==> src/rtl/mux_rr_arbiter_pkg.sv <==
// Shared encodings for the round-robin MUX front end.
package mux_rr_arbiter_pkg;

   typedef enum logic [1:0] {
      ST_IDLE  = 2'd0,
      ST_GNT_A = 2'd1,
      ST_GNT_B = 2'd2
   } state_e;

   localparam logic SEL_A = 1'b0;
   localparam logic SEL_B = 1'b1;

endpackage

==> src/rtl/mux_out_reg.sv <==
// Output holding register for the arbitrated channel: one beat of data plus its valid flag.
// space tells the arbiter whether a new beat may be accepted this cycle.
module mux_out_reg #(
   parameter int WIDTH = 8
) (
   input  logic             CLK,
   input  logic             RST_N,
   input  logic             load,
   input  logic [WIDTH-1:0] load_data,
   input  logic             x_ready,
   output logic [WIDTH-1:0] x,
   output logic             x_valid,
   output logic             space
);

   logic [WIDTH-1:0] x_q, x_d;
   logic             x_valid_q, x_valid_d;

   // Load a new beat, drop a consumed one, otherwise hold.
   always_comb begin
      x_d       = x_q;
      x_valid_d = x_valid_q;
      if (load) begin
         x_d       = load_data;
         x_valid_d = 1'b1;
      end else if (x_ready) begin
         x_valid_d = 1'b0;
      end
   end

   // Register update; reset discards any beat in flight.
   always_ff @(posedge CLK or negedge RST_N) begin
      if (!RST_N) begin
         x_q       <= '0;
         x_valid_q <= 1'b0;
      end else begin
         x_q       <= x_d;
         x_valid_q <= x_valid_d;
      end
   end

   assign x       = x_q;
   assign x_valid = x_valid_q;
   assign space   = !x_valid_q || x_ready;

endmodule

==> src/rtl/mux_rr_arbiter.sv <==
// Round-robin arbiter with bounded bursts in front of the 2:1 MUX.
//
//  state    | meaning
//  ---------+-----------------------------------------------------------
//  ST_IDLE  | no grant; S holds the previous select; no transfers
//  ST_GNT_A | channel A granted; A_READY follows output space
//  ST_GNT_B | channel B granted; B_READY follows output space
//
// The burst limit is tracked as a down-counter of beats left before the
// granted side must yield to a waiting peer; it saturates at zero.
module mux_rr_arbiter
   import mux_rr_arbiter_pkg::*;
#(
   parameter int WIDTH = 8,
   parameter int BURST = 4,
   parameter int CNT_W = 3
) (
   input  logic             CLK,
   input  logic             RST_N,
   input  logic [WIDTH-1:0] A,
   input  logic             A_VALID,
   output logic             A_READY,
   input  logic [WIDTH-1:0] B,
   input  logic             B_VALID,
   output logic             B_READY,
   output logic             S,
   output logic [WIDTH-1:0] X,
   output logic             X_VALID,
   input  logic             X_READY
);

   localparam logic [CNT_W-1:0] LEFT_FULL = CNT_W'(BURST);
   localparam logic [CNT_W-1:0] LEFT_ONE  = CNT_W'(1);

   state_e           state_q, state_d;
   logic             s_q, s_d;
   logic             last_q, last_d;    // 1: B was granted last
   logic [CNT_W-1:0] left_q, left_d;

   logic             space;
   logic             own_is_b;
   logic             own_valid;
   logic             oth_valid;
   logic             xfer;
   logic             burst_done;
   logic [WIDTH-1:0] win_data;

   assign own_is_b   = (state_q == ST_GNT_B);
   assign own_valid  = own_is_b ? B_VALID : A_VALID;
   assign oth_valid  = own_is_b ? A_VALID : B_VALID;
   assign A_READY    = (state_q == ST_GNT_A) && space;
   assign B_READY    = (state_q == ST_GNT_B) && space;
   assign xfer       = (A_VALID && A_READY) || (B_VALID && B_READY);
   assign win_data   = own_is_b ? B : A;
   assign burst_done = (left_q == '0) || ((left_q == LEFT_ONE) && xfer);
   assign S          = s_q;

   mux_out_reg #(
      .WIDTH (WIDTH)
   ) u_out_reg (
      .CLK       (CLK),
      .RST_N     (RST_N),
      .load      (xfer),
      .load_data (win_data),
      .x_ready   (X_READY),
      .x         (X),
      .x_valid   (X_VALID),
      .space     (space)
   );

   // Grant selection, burst accounting and round-robin history.
   always_comb begin
      state_d = state_q;
      s_d     = s_q;
      last_d  = last_q;
      left_d  = left_q;
      unique case (state_q)
         ST_IDLE: begin
            if (A_VALID && (!B_VALID || last_q)) begin
               state_d = ST_GNT_A;
               s_d     = SEL_A;
            end else if (B_VALID) begin
               state_d = ST_GNT_B;
               s_d     = SEL_B;
            end
         end
         ST_GNT_A, ST_GNT_B: begin
            if (oth_valid && (burst_done || !own_valid)) begin
               state_d = own_is_b ? ST_GNT_A : ST_GNT_B;
               s_d     = own_is_b ? SEL_A : SEL_B;
               left_d  = LEFT_FULL;
               last_d  = own_is_b;
            end else if (!own_valid) begin
               state_d = ST_IDLE;
               left_d  = LEFT_FULL;
               last_d  = own_is_b;
            end else if (xfer && (left_q != '0)) begin
               left_d  = left_q - LEFT_ONE;
            end
         end
         default: begin
            state_d = ST_IDLE;
            left_d  = LEFT_FULL;
         end
      endcase
   end

   // Arbiter state registers; reset leaves A first in line on a tie.
   always_ff @(posedge CLK or negedge RST_N) begin
      if (!RST_N) begin
         state_q <= ST_IDLE;
         s_q     <= SEL_A;
         last_q  <= 1'b1;
         left_q  <= LEFT_FULL;
      end else begin
         state_q <= state_d;
         s_q     <= s_d;
         last_q  <= last_d;
         left_q  <= left_d;
      end
   end

endmodule

==> config.mk <==
export PLATFORM = sky130hd
export DESIGN_NAME = mux_rr_arbiter
export DESIGN_NICKNAME = d
export VERILOG_FILES = /design/src/rtl/mux_rr_arbiter_pkg.sv /design/src/rtl/mux_out_reg.sv /design/src/rtl/mux_rr_arbiter.sv
export SDC_FILE = /design/constraint.sdc
export NUM_CORES = 1
export LEC_CHECK = 0
export CAP_MARGIN = 20
export CORE_UTILIZATION = 46
export CTS_CLUSTER_SIZE = 28
export DETAILED_ROUTE_END_ITERATION = 16
export GPL_TIMING_DRIVEN = 1
export HOLD_SLACK_MARGIN = 0.05
export PLACE_DENSITY_LB_ADDON = 0.25
export SLEW_MARGIN = 20
export SYNTH_ARGS = -nofsm -noshare
export SYNTH_HDL_FRONTEND = slang
export SYNTH_SLANG_ARGS = --single-unit
==> constraint.sdc <==
create_clock -name CLK -period 2.5 [get_ports CLK]
set_input_delay 0.375 -clock CLK [delete_from_list [all_inputs] [get_ports CLK]]
set_output_delay 0.375 -clock CLK [all_outputs]
set_load 0.005 [all_outputs]
==> impl_metrics.json, run 1 <==
{
  "vdd_drop_max_mv": 0.593,
  "synth.cell_area_um2": 1050,
  "die_x_um": 49.8,
  "wl_um": 2340,
  "post_cts_resize_count": 0,
  "synth_largest_area_cell": "dfrtp_1",
  "clk_pin_slew_worst_paths_ps": 100,
  "ant_nets": 0,
  "dp_hpwl_um": 1900,
  "synth_top_area_share_pct": 33.3,
  "synth_common_cells": "dfrtp_1, a21oi_1, mux2i_1",
  "cts_root_buffer": "clkbuf_4",
  "cts_tree": "done",
  "synth.most_common_cell": "dfrtp_1",
  "area_delta_synth_final_pct": 35.2,
  "p_leak_nw": 0.611,
  "period_needed_ps": 2280,
  "syn_nets": 138,
  "postCtsSetupRepairBufs": 0,
  "io_buffer_count": 32,
  "cts_sinks": 16,
  "cts_buffer_depth": 2,
  "globalplace.congestion": 0.917,
  "wl_per_cell_um": 13.8,
  "nets": 173,
  "drc": 0,
  "cp_slowest_cell": "clkdlybuf4s50_1",
  "p_per_area_nw_per_um2": 1080,
  "worstSkewPairLatency_ps": 280,
  "worst_pin_slew_ps": 742,
  "dr_total_vias": 922,
  "drive_gt1_share_pct": 9.09,
  "hold_viol": 0,
  "post-route-period-util_pct": 91.2,
  "path_cells": "inv_1 > ha_2 > buf_4 > and2_1 > clkdlybuf4s50_1",
  "startpoint_type": "flip-flop",
  "grt_pass1_vias": 939,
  "drv_slew": 0,
  "synthTopCellsByArea": "dfrtp_1, mux2i_1, ha_1, a21oi_1, dfstp_2",
  "grt_pass1_wl_um": 4030,
  "arrival_ps": 1900,
  "synth_edf_count": 0,
  "synth_seq_area_share_pct": 38.3,
  "die_y_um": 49.8,
  "whs_ps": 507,
  "antenna_cells": 0,
  "syn_inst": 110,
  "hp-class": "flip-flop to flip-flop",
  "cts_max_level": 1,
  "end_kind": "primary output",
  "critPathKind": "flip-flop to primary output",
  "rsz0062_at_grt": "no",
  "status": "complete, no violations",
  "setup_violations": 0,
  "critical_path.top_delay_family": "buffers and inverters",
  "relSlewSlack_pct": 50.4,
  "fp-row-count": 16,
  "synth.distinct_cells": 34,
  "synthArstFlopShare_pct": 100,
  "max_freq_ghz": 0.439,
  "crit_fanout": 10,
  "viasPerCell": 5.42,
  "drt_iter0_markers": 19,
  "crit_required_ps": 2120,
  "dr.pass1.iters": 4,
  "worst-path-buf-inv": 3,
  "grt_overflow_total": 0,
  "synth-seq-cells": 16,
  "antenna_found_initial": 0,
  "maxCapViolCount": 0,
  "cts_made_buffers": 3,
  "yosys_warnings": 0,
  "io_pins": 33,
  "core_region_area_um2": 2060,
  "initial_core_util_pct": 51.0,
  "fp.dieArea_um2": 2480,
  "fin_tns_setup_ps": 0,
  "syn_avg_cell_area_um2": 9.57,
  "hold_buffers": 0,
  "ys.flop_type": "dfrtp_1",
  "grt_usage_pct": 21.3,
  "fin_skew_ps": 12.8,
  "grt_max_degree": 17,
  "cp_slowest_stage_delay_ps": 500
}
==> cells by family after synthesis <==
group                    after synthesis  synth area share (%)
adder cells (fa/ha/maj)                7                  8.32
AO/OA/AOI/OAI                         28                  18.0
flip-flops                            16                  38.3
buffers and inverters                 12                  5.47
AND/OR/NAND/NOR                       34                  17.0
multiplexers                          13                  13.0
==> sequential cells by signal (all words and copies together) (netlist names) <==
name and flops:
u_out_reg.x 8, left_q 3, S 1, u_out_reg.x_valid 1
last_q 1, state_q 2
==> placed cells by master (no fill, tap or decap), drive strengths merged, types with 2 or more instances in the layout <==
master / count
a21oi: 11
a22o: 2
and2: 3
and3: 2
buf: 3
clkbuf: 3
clkdlybuf4s50: 32
dfrtp: 14
dfstp: 2
ha: 7
inv: 7
mux2: 2
mux2i: 11
nand2: 6
nand2b: 7
nand3: 2
nor2: 9
nor2b: 2
o21ai: 7
o31a: 2
or3: 2
==> report_power, final <==
part,switching [mW],total [mW],internal (mW)
sequential,0.0695,0.448,0.378
combinational,0.442,0.948,0.507
clock,0.0805,0.136,0.0558
total,0.592,1.53,0.941
==> final cells by class <==
cell class | instances | area (µm²)
repair buffers | 35 | 343
multi-input cells | 82 | 594
fillers | 161 | 639
well taps | 27 | 33.8
inverters | 7 | 26.3
flip-flops and latches | 16 | 403
clock buffers | 3 | 22.5
==> routing by layer <==
layer	vias to the layer above	share of wire [%]	GRT usage, %
met1	444	42	24.0
met2	26	53	39.4
met5	-	0	0
met3	0	5.4	5.25
met4	0	0	5.71
li1	452	-	-
==> worst paths after layout <==
kind / endpoint / slack (ps) / cells after the start / startpoint
setup / recovery: B_READY / 220 / 5 / state_q[0]
setup reg to reg: S / 490 / 7 / state_q[0]
hold reg to reg: left_q[0] / 510 / 1 / left_q[0]
min in group asynchronous: left_q[0] / 520 / 1 / RST_N
hold / removal: left_q[0] / 510 / 1 / left_q[0]
max in group asynchronous: S / 1500 / 1 / RST_N
==> metrics by stage <==
| step | instances | power (mW) | utilization, % | setup WS, ps | instance area, µm² |
|---|---|---|---|---|---|
| after floorplan | 110 | 1.05 | - | 568 | 1050 |
| after global placement | 167 | 1.36 | 67.8 | 359 | 1400 |
| after detailed placement | 167 | 1.40 | 67.8 | 307 | 1400 |
| after CTS | 170 | 1.54 | 68.9 | 77.8 | 1420 |
| after global routing | 170 | 1.66 | 69.0 | 73.8 | 1420 |
| final | 170 | 1.53 | 69.0 | 220 | 1420 |
==> worst register-to-register path, stage by stage, from the launching register on <==
cell and delay, ps:
dfrtp_1 390, inv_1 90, ha_2 270, a22o_4 280
and3_4 180, o211a_1 220, o21ai_1 150, mux2_1 330
No activity file was read; power rests on OpenSTA's default activity.
==> run 2: changes to the inputs <==
--- a/config.mk
+++ b/config.mk
@@ -7,7 +7,7 @@
 export LEC_CHECK = 0
 export CAP_MARGIN = 20
 export CORE_UTILIZATION = 46
-export CTS_CLUSTER_SIZE = 28
+export CTS_CLUSTER_SIZE = 40
 export DETAILED_ROUTE_END_ITERATION = 16
 export GPL_TIMING_DRIVEN = 1
 export HOLD_SLACK_MARGIN = 0.05
==> results of run 2 <==
Same layout as run 1: the final DEF is identical, and so are final timing and power.
==> run 3: changes to the inputs <==
--- a/config.mk
+++ b/config.mk
@@ -10,7 +10,6 @@
 export CTS_CLUSTER_SIZE = 40
 export DETAILED_ROUTE_END_ITERATION = 16
 export GPL_TIMING_DRIVEN = 1
-export HOLD_SLACK_MARGIN = 0.05
 export PLACE_DENSITY_LB_ADDON = 0.25
 export SLEW_MARGIN = 20
 export SYNTH_ARGS = -nofsm -noshare
==> results of run 3 <==
Same layout as run 1: the final DEF is identical, and so are final timing and power.
==> RTL edit 1, RTL diff (config.mk and constraints of run 3) <==
The 3 states of `state_e` get a one-hot encoding in 3 bits.
--- a/src/rtl/mux_rr_arbiter_pkg.sv
+++ b/src/rtl/mux_rr_arbiter_pkg.sv
@@ -3,6 +3,6 @@
 
-   typedef enum logic [1:0] {
-      ST_IDLE  = 2'd0,
-      ST_GNT_A = 2'd1,
-      ST_GNT_B = 2'd2
+   typedef enum logic [2:0] {
+      ST_IDLE  = 3'b001,
+      ST_GNT_A = 3'b010,
+      ST_GNT_B = 3'b100
    } state_e;
Function: same outputs for any inputs over 10 cycles, from zero or initial values and one cycle with RST_N low; not proved beyond that.
==> RTL edit 1 against run 3 <==
Wire length rose by 4.0%. Worst hold slack improved by 0.021 ns. Clock power rose by 8%. Worst setup slack improved by 0.0042 ns. Sequential cell count rose by 1. Area after synthesis rose by 2.4%. Largest power group unchanged. Critical endpoint unchanged. Critical path type unchanged. Critical path depth fell by 2. Design area rose by 2.6%. Power fell by 7.7%.
==> RTL edit 1: results (changes against run 3) <==
<table>
<tr><th>Metric</th><th>Value</th></tr>
<tr><th colspan="2">Place</th></tr>
<tr><td>Total instance count after detailed placement</td><td>173 (+3.6%)</td></tr>
<tr><th colspan="2">Critical path</th></tr>
<tr><td>Cell type of the slowest stage on the worst timing path</td><td>dfrtp_1</td></tr>
<tr><td>Category of cells accounting for the largest share of critical-path delay</td><td>flip-flops</td></tr>
<tr><td>Critical path fanouts, max</td><td>11 (+1)</td></tr>
<tr><td>Largest incremental delay on the critical path</td><td>0.55 ns (+0.05 ns)</td></tr>
<tr><td>Slack of the worst reg-to-reg path</td><td>0.30 ns (-0.19 ns)</td></tr>
<tr><th colspan="2">STA</th></tr>
<tr><td>Clk_skew</td><td>0.00125 ns (-0.0116 ns)</td></tr>
<tr><td>Worst relative slew slack</td><td>48.0% (-2.4 points)</td></tr>
<tr><th colspan="2">Power and ir drop</th></tr>
<tr><td>Static leakage</td><td>0.000583 uW (-4.5%)</td></tr>
<tr><td>Max IR drop VDD</td><td>0.593 mV (about the same)</td></tr>
<tr><th colspan="2">GRT</th></tr>
<tr><td>Via count of the first global-routing pass</td><td>966 (+2.9%)</td></tr>
<tr><td>Total routing usage reported by global routing</td><td>22.0% (+0.68 points)</td></tr>
<tr><td>Maximum number of pins on one net before global-route repair</td><td>18 (+1)</td></tr>
<tr><td>First-pass GRT wire length</td><td>4180 um (+3.8%)</td></tr>
<tr><td>Global-route track usage on met1</td><td>26.0% (+2.0 points)</td></tr>
<tr><td>GR Layer Usage met2</td><td>36.9% (-2.5 points)</td></tr>
<tr><th colspan="2">Finish</th></tr>
<tr><td>Fill count</td><td>203 (+26%)</td></tr>
<tr><td>Share of post-route cells with drive strength above 1</td><td>10.1% (+0.98 points)</td></tr>
<tr><th colspan="2">Detailed routing</th></tr>
<tr><td>Sum of routed wire length over all layers</td><td>2440 um (+4.0%)</td></tr>
<tr><td>Post-DR vias/cell</td><td>5.62 (+3.5%)</td></tr>
<tr><th colspan="2">Synthesis</th></tr>
<tr><td>Per-instance average area after synthesis</td><td>9.37 um2 (-2.1%)</td></tr>
<tr><td>Number of distinct library cell variants in the gate-level netlist after synthesis</td><td>35 (+2.9%)</td></tr>
<tr><td>Most frequent cells after synthesis</td><td>dfrtp_1 (14), a21oi_1 (11), mux2i_1 (11), nor2_1 (11), inv_1 (6)</td></tr>
<tr><td>Sequential element share of the synthesized area</td><td>39.8% (+1.5 points)</td></tr>
<tr><td>Synth top area cells</td><td>dfrtp_1 (33%), mux2i_1 (10%), dfstp_2 (7.3%)</td></tr>
<tr><th colspan="2">Outcome</th></tr>
<tr><td>Run status</td><td>finished clean</td></tr>
</table>
[RTL edit 1: how the worst min path moves through the flow]
stage | start | end | slack, ns | cells past startpoint
final | RST_N | state_q[2]$_DFFE_PN0P_ | 0.53 | 1
after global routing | left_q[0]$_DFFE_PN0P_ | left_q[0]$_DFFE_PN0P_ | 0.56 | 1
after CTS | left_q[0]$_DFFE_PN0P_ | left_q[0]$_DFFE_PN0P_ | 0.53 | 1
after detailed placement | left_q[0]$_DFFE_PN0P_ | left_q[0]$_DFFE_PN0P_ | 0.52 | 1
after global placement | left_q[0]$_DFFE_PN0P_ | left_q[0]$_DFFE_PN0P_ | 0.49 | 1
after floorplan | RST_N | S$_DFFE_PN0P_ | 0.08 | 0
[RTL edit 1: through the flow]
stage          util (%)  area, um2  worst slack (ns)  power, uW
3_5_place_dp       64.8       1430             0.189       1270
2_1_floorplan         -       1080             0.729        950
3_3_place_gp       64.8       1430             0.348       1240
5_1_grt            66.0       1460            0.0704       1530
6_report           66.0       1460             0.224       1410
4_1_cts            66.0       1460             0.198       1420
[RTL edit 1: area by class of cell]
cell class / count / area (um2) / area share, %
sequential: 17 / 429 / 29.4
timing repair buffer: 37 / 358 / 24.5
multi-input combinational: 85 / 588 / 40.3
clock buffer: 4 / 26.3 / 1.80
tap: 28 / 35.0 / 2.40
inverter: 6 / 22.5 / 1.54
[RTL edit 1: metal layers]
metal / routed length, um / vias to the layer above
met5: 0 / -
met4: 48 / 0
met3: 224 / 11
met2: 1180 / 42
met1: 986 / 461
li1: - / 480
[RTL edit 1: logic make-up after synthesis]
logic type | Yosys count | synth area share, %
and+or+nand+nor | 37 | 19.6
AOI/OAI and AO/OA | 32 | 19.0
DFF | 17 | 39.8
buffers and inverters | 13 | 5.57
muxes | 12 | 11.6
adders and majority gates | 3 | 3.48
xor gates and xnor gates | 1 | 0.813
[RTL edit 1: worst register-to-register path: stages (launching register included)]
cell	delay (ns)
dfrtp_1	0.55
nor3b_4	0.33
mux2_4	0.35
a311oi_1	0.55
a21oi_1	0.18
mux2i_1	0.17
[RTL edit 1: power by group]
part           switching [uW]  internal [uW]  total [uW]
sequential                110            409         519
combinational             349            399         748
clock                    84.8           62.1         147
total                     544            870        1410
==> RTL edit 2, RTL diff (settings of run 3) <==
Without the edit above. Change the parameter `CNT_W` from 3 to 6.
--- a/src/rtl/mux_rr_arbiter.sv
+++ b/src/rtl/mux_rr_arbiter.sv
@@ -15,3 +15,3 @@
    parameter int BURST = 4,
-   parameter int CNT_W = 3
+   parameter int CNT_W = 6
 ) (
Behaviour: same outputs for any inputs over 10 cycles, from zero or initial values and one cycle with RST_N low; that may be too few to reach the edited logic, so the function may still have changed.
==> RTL edit 2 against run 3 <==
Die area is 19% higher. Combinational power grew 12%. Non-clock buffer count is 1 higher. Clock skew is 0.0077 ns lower. Critical path type unchanged. Design area grew 17%. Highest routed layer is now met4. Power up 13%. Sequential cell count grew 3. Wire length rose by 18%. Area after synthesis up 20%. Sequential share of layout area grew 0.44 points. Worst setup slack worse by 0.091 ns. Critical endpoint unchanged. Utilization fell by 3.7 points.
==> RTL edit 2: results (changes against run 3) <==
<table>
<tr><th>Metric</th><th>Value</th></tr>
<tr><th colspan="2">Synthesis</th></tr>
<tr><td>Synthesized netlist net count</td><td>165 (+20%)</td></tr>
<tr><td>Fraction of the mapped netlist area in compound gates</td><td>23.3% (+5.3 points)</td></tr>
<tr><td>Fraction of the mapped netlist area in adder cells</td><td>6.93% (-1.4 points)</td></tr>
<tr><td>Number of distinct library cell variants in the gate-level netlist after synthesis</td><td>40 (+18%)</td></tr>
<tr><td>Sequential element share of the synthesized area</td><td>37.8% (-0.47 points)</td></tr>
<tr><td>Synth Instances</td><td>137 (+25%)</td></tr>
<tr><td>Most frequent cells after synthesis</td><td>dfrtp_1 (17), a21oi_1 (15), nor2_1 (13)</td></tr>
<tr><td>Mux share of post-synthesis cell area</td><td>8.81% (-4.1 points)</td></tr>
<tr><td>Synth top area cells</td><td>dfrtp_1 (34%), mux2i_1 (7.9%), ha_1 (6.9%)</td></tr>
<tr><th colspan="2">Power and ir drop</th></tr>
<tr><td>Max IR drop VDD</td><td>0.638 mV (+7.7%)</td></tr>
<tr><td>Net switching share of the total power</td><td>41.9% (+3.3 points)</td></tr>
<tr><th colspan="2">GRT</th></tr>
<tr><td>Total routing usage reported by global routing</td><td>20.5% (-0.84 points)</td></tr>
<tr><td>First-pass GRT wire length</td><td>4260 um (+5.7%)</td></tr>
<tr><td>Via count of the first global-routing pass</td><td>993 (+5.8%)</td></tr>
<tr><td>Maximum number of pins on one net before global-route repair</td><td>20 (+3)</td></tr>
<tr><th colspan="2">Clock network</th></tr>
<tr><td>Latest clock arrival within the worst-skew pair</td><td>0.30 ns (+0.02 ns)</td></tr>
<tr><th colspan="2">Worst hold path</th></tr>
<tr><td>Tightest Hold Check Type</td><td>primary input to async pin</td></tr>
<tr><th colspan="2">Finish</th></tr>
<tr><td>Fill count</td><td>220 (+37%)</td></tr>
<tr><td>Share of post-route cells with drive strength above 1</td><td>11.6% (+2.5 points)</td></tr>
<tr><th colspan="2">Detailed routing</th></tr>
<tr><td>Sum of routed wire length over all layers</td><td>2770 um (+18%)</td></tr>
<tr><td>Routed WL per cell</td><td>13.6 um (-1.1%)</td></tr>
<tr><td>Post-DR vias/cell</td><td>5.47 (+0.82%)</td></tr>
<tr><th colspan="2">Place</th></tr>
<tr><td>Total instance count after detailed placement</td><td>199 (+19%)</td></tr>
<tr><td>DP HPWL</td><td>2190 um (+16%)</td></tr>
<tr><th colspan="2">Critical path</th></tr>
<tr><td>Arrival time worst endpoint</td><td>2.00 ns (+0.10 ns)</td></tr>
<tr><td>Worst reg2reg endpoint</td><td>left_q[3]$_DFFE_PN0P_</td></tr>
<tr><td>Slack of the worst reg-to-reg path</td><td>0.46 ns (-0.03 ns)</td></tr>
<tr><th colspan="2">Outcome</th></tr>
<tr><td>Run status</td><td>finished clean</td></tr>
</table>
[RTL edit 2: how the worst max path moves through the flow]
stage	depth (start not counted)	to	slack, ns	from
2_1_floorplan	8	state_q[1]$_DFFE_PN0P_	0.60	state_q[0]$_DFFE_PN0P_
3_3_place_gp	6	state_q[0]$_DFFE_PN0P_	0.36	A_VALID
3_5_place_dp	6	left_q[3]$_DFFE_PN0P_	0.30	A_VALID
4_1_cts	5	B_READY	0.10	state_q[0]$_DFFE_PN0P_
5_1_grt	5	B_READY	0.008	state_q[0]$_DFFE_PN0P_
6_report	5	B_READY	0.13	state_q[0]$_DFFE_PN0P_
[RTL edit 2: per-layer routing]
layer	track usage, %	wire length [um]
met2	35.6	1420
met3	2.50	108
met5	0	0
met1	25.4	1220
met4	8.55	14
[RTL edit 2: area by class of cell]
cell class	count	share of cell area, %
clock buffer	3	1.36
timing repair buffer	36	21.1
clock inverter	1	0.301
sequential	19	28.8
multi-input combinational	101	43.3
tap	30	2.26
inverter	13	2.94
[RTL edit 2: power by group through the flow]
stage / combinational (uW) / sequential, uW / clock (uW)
6_report: 1060 / 513 / 161
5_1_grt: 1170 / 531 / 174
3_5_place_dp: 1060 / 521 / 0
3_3_place_gp: 1030 / 514 / 0
2_1_floorplan: 672 / 516 / 0
4_1_cts: 1060 / 515 / 169
[RTL edit 2: cells by family (layout without fill, tap and decap cells)]
kind of cell,after synthesis,count (layout)
multiplexers,11,11
buffers and inverters,17,53
flip-flops,19,19
AND/OR/NAND/NOR,43,43
adder cells (fa/ha/maj),7,7
AO/OA/AOI/OAI,40,40
[RTL edit 2: worst register-to-register path, stage by stage (launching register included)]
cell	delay, ns
dfrtp_1	0.42
inv_1	0.08
ha_1	0.28
a22oi_4	0.33
o31ai_4	0.11
a31oi_4	0.31
nand3_1	0.20
o31ai_1	0.23
[RTL edit 2: metrics by stage]
stage	total power [uW]	worst slack [ns]	cell area (um2)	hold WS, ns	util [%]
after floorplan	1190	0.599	1260	0.0794	-
after global placement	1540	0.364	1630	0.508	64.2
after detailed placement	1580	0.297	1630	0.518	64.2
after CTS	1750	0.100	1660	0.388	65.3
after global routing	1880	0.00770	1660	0.445	65.3
final	1730	0.129	1660	0.387	65.3
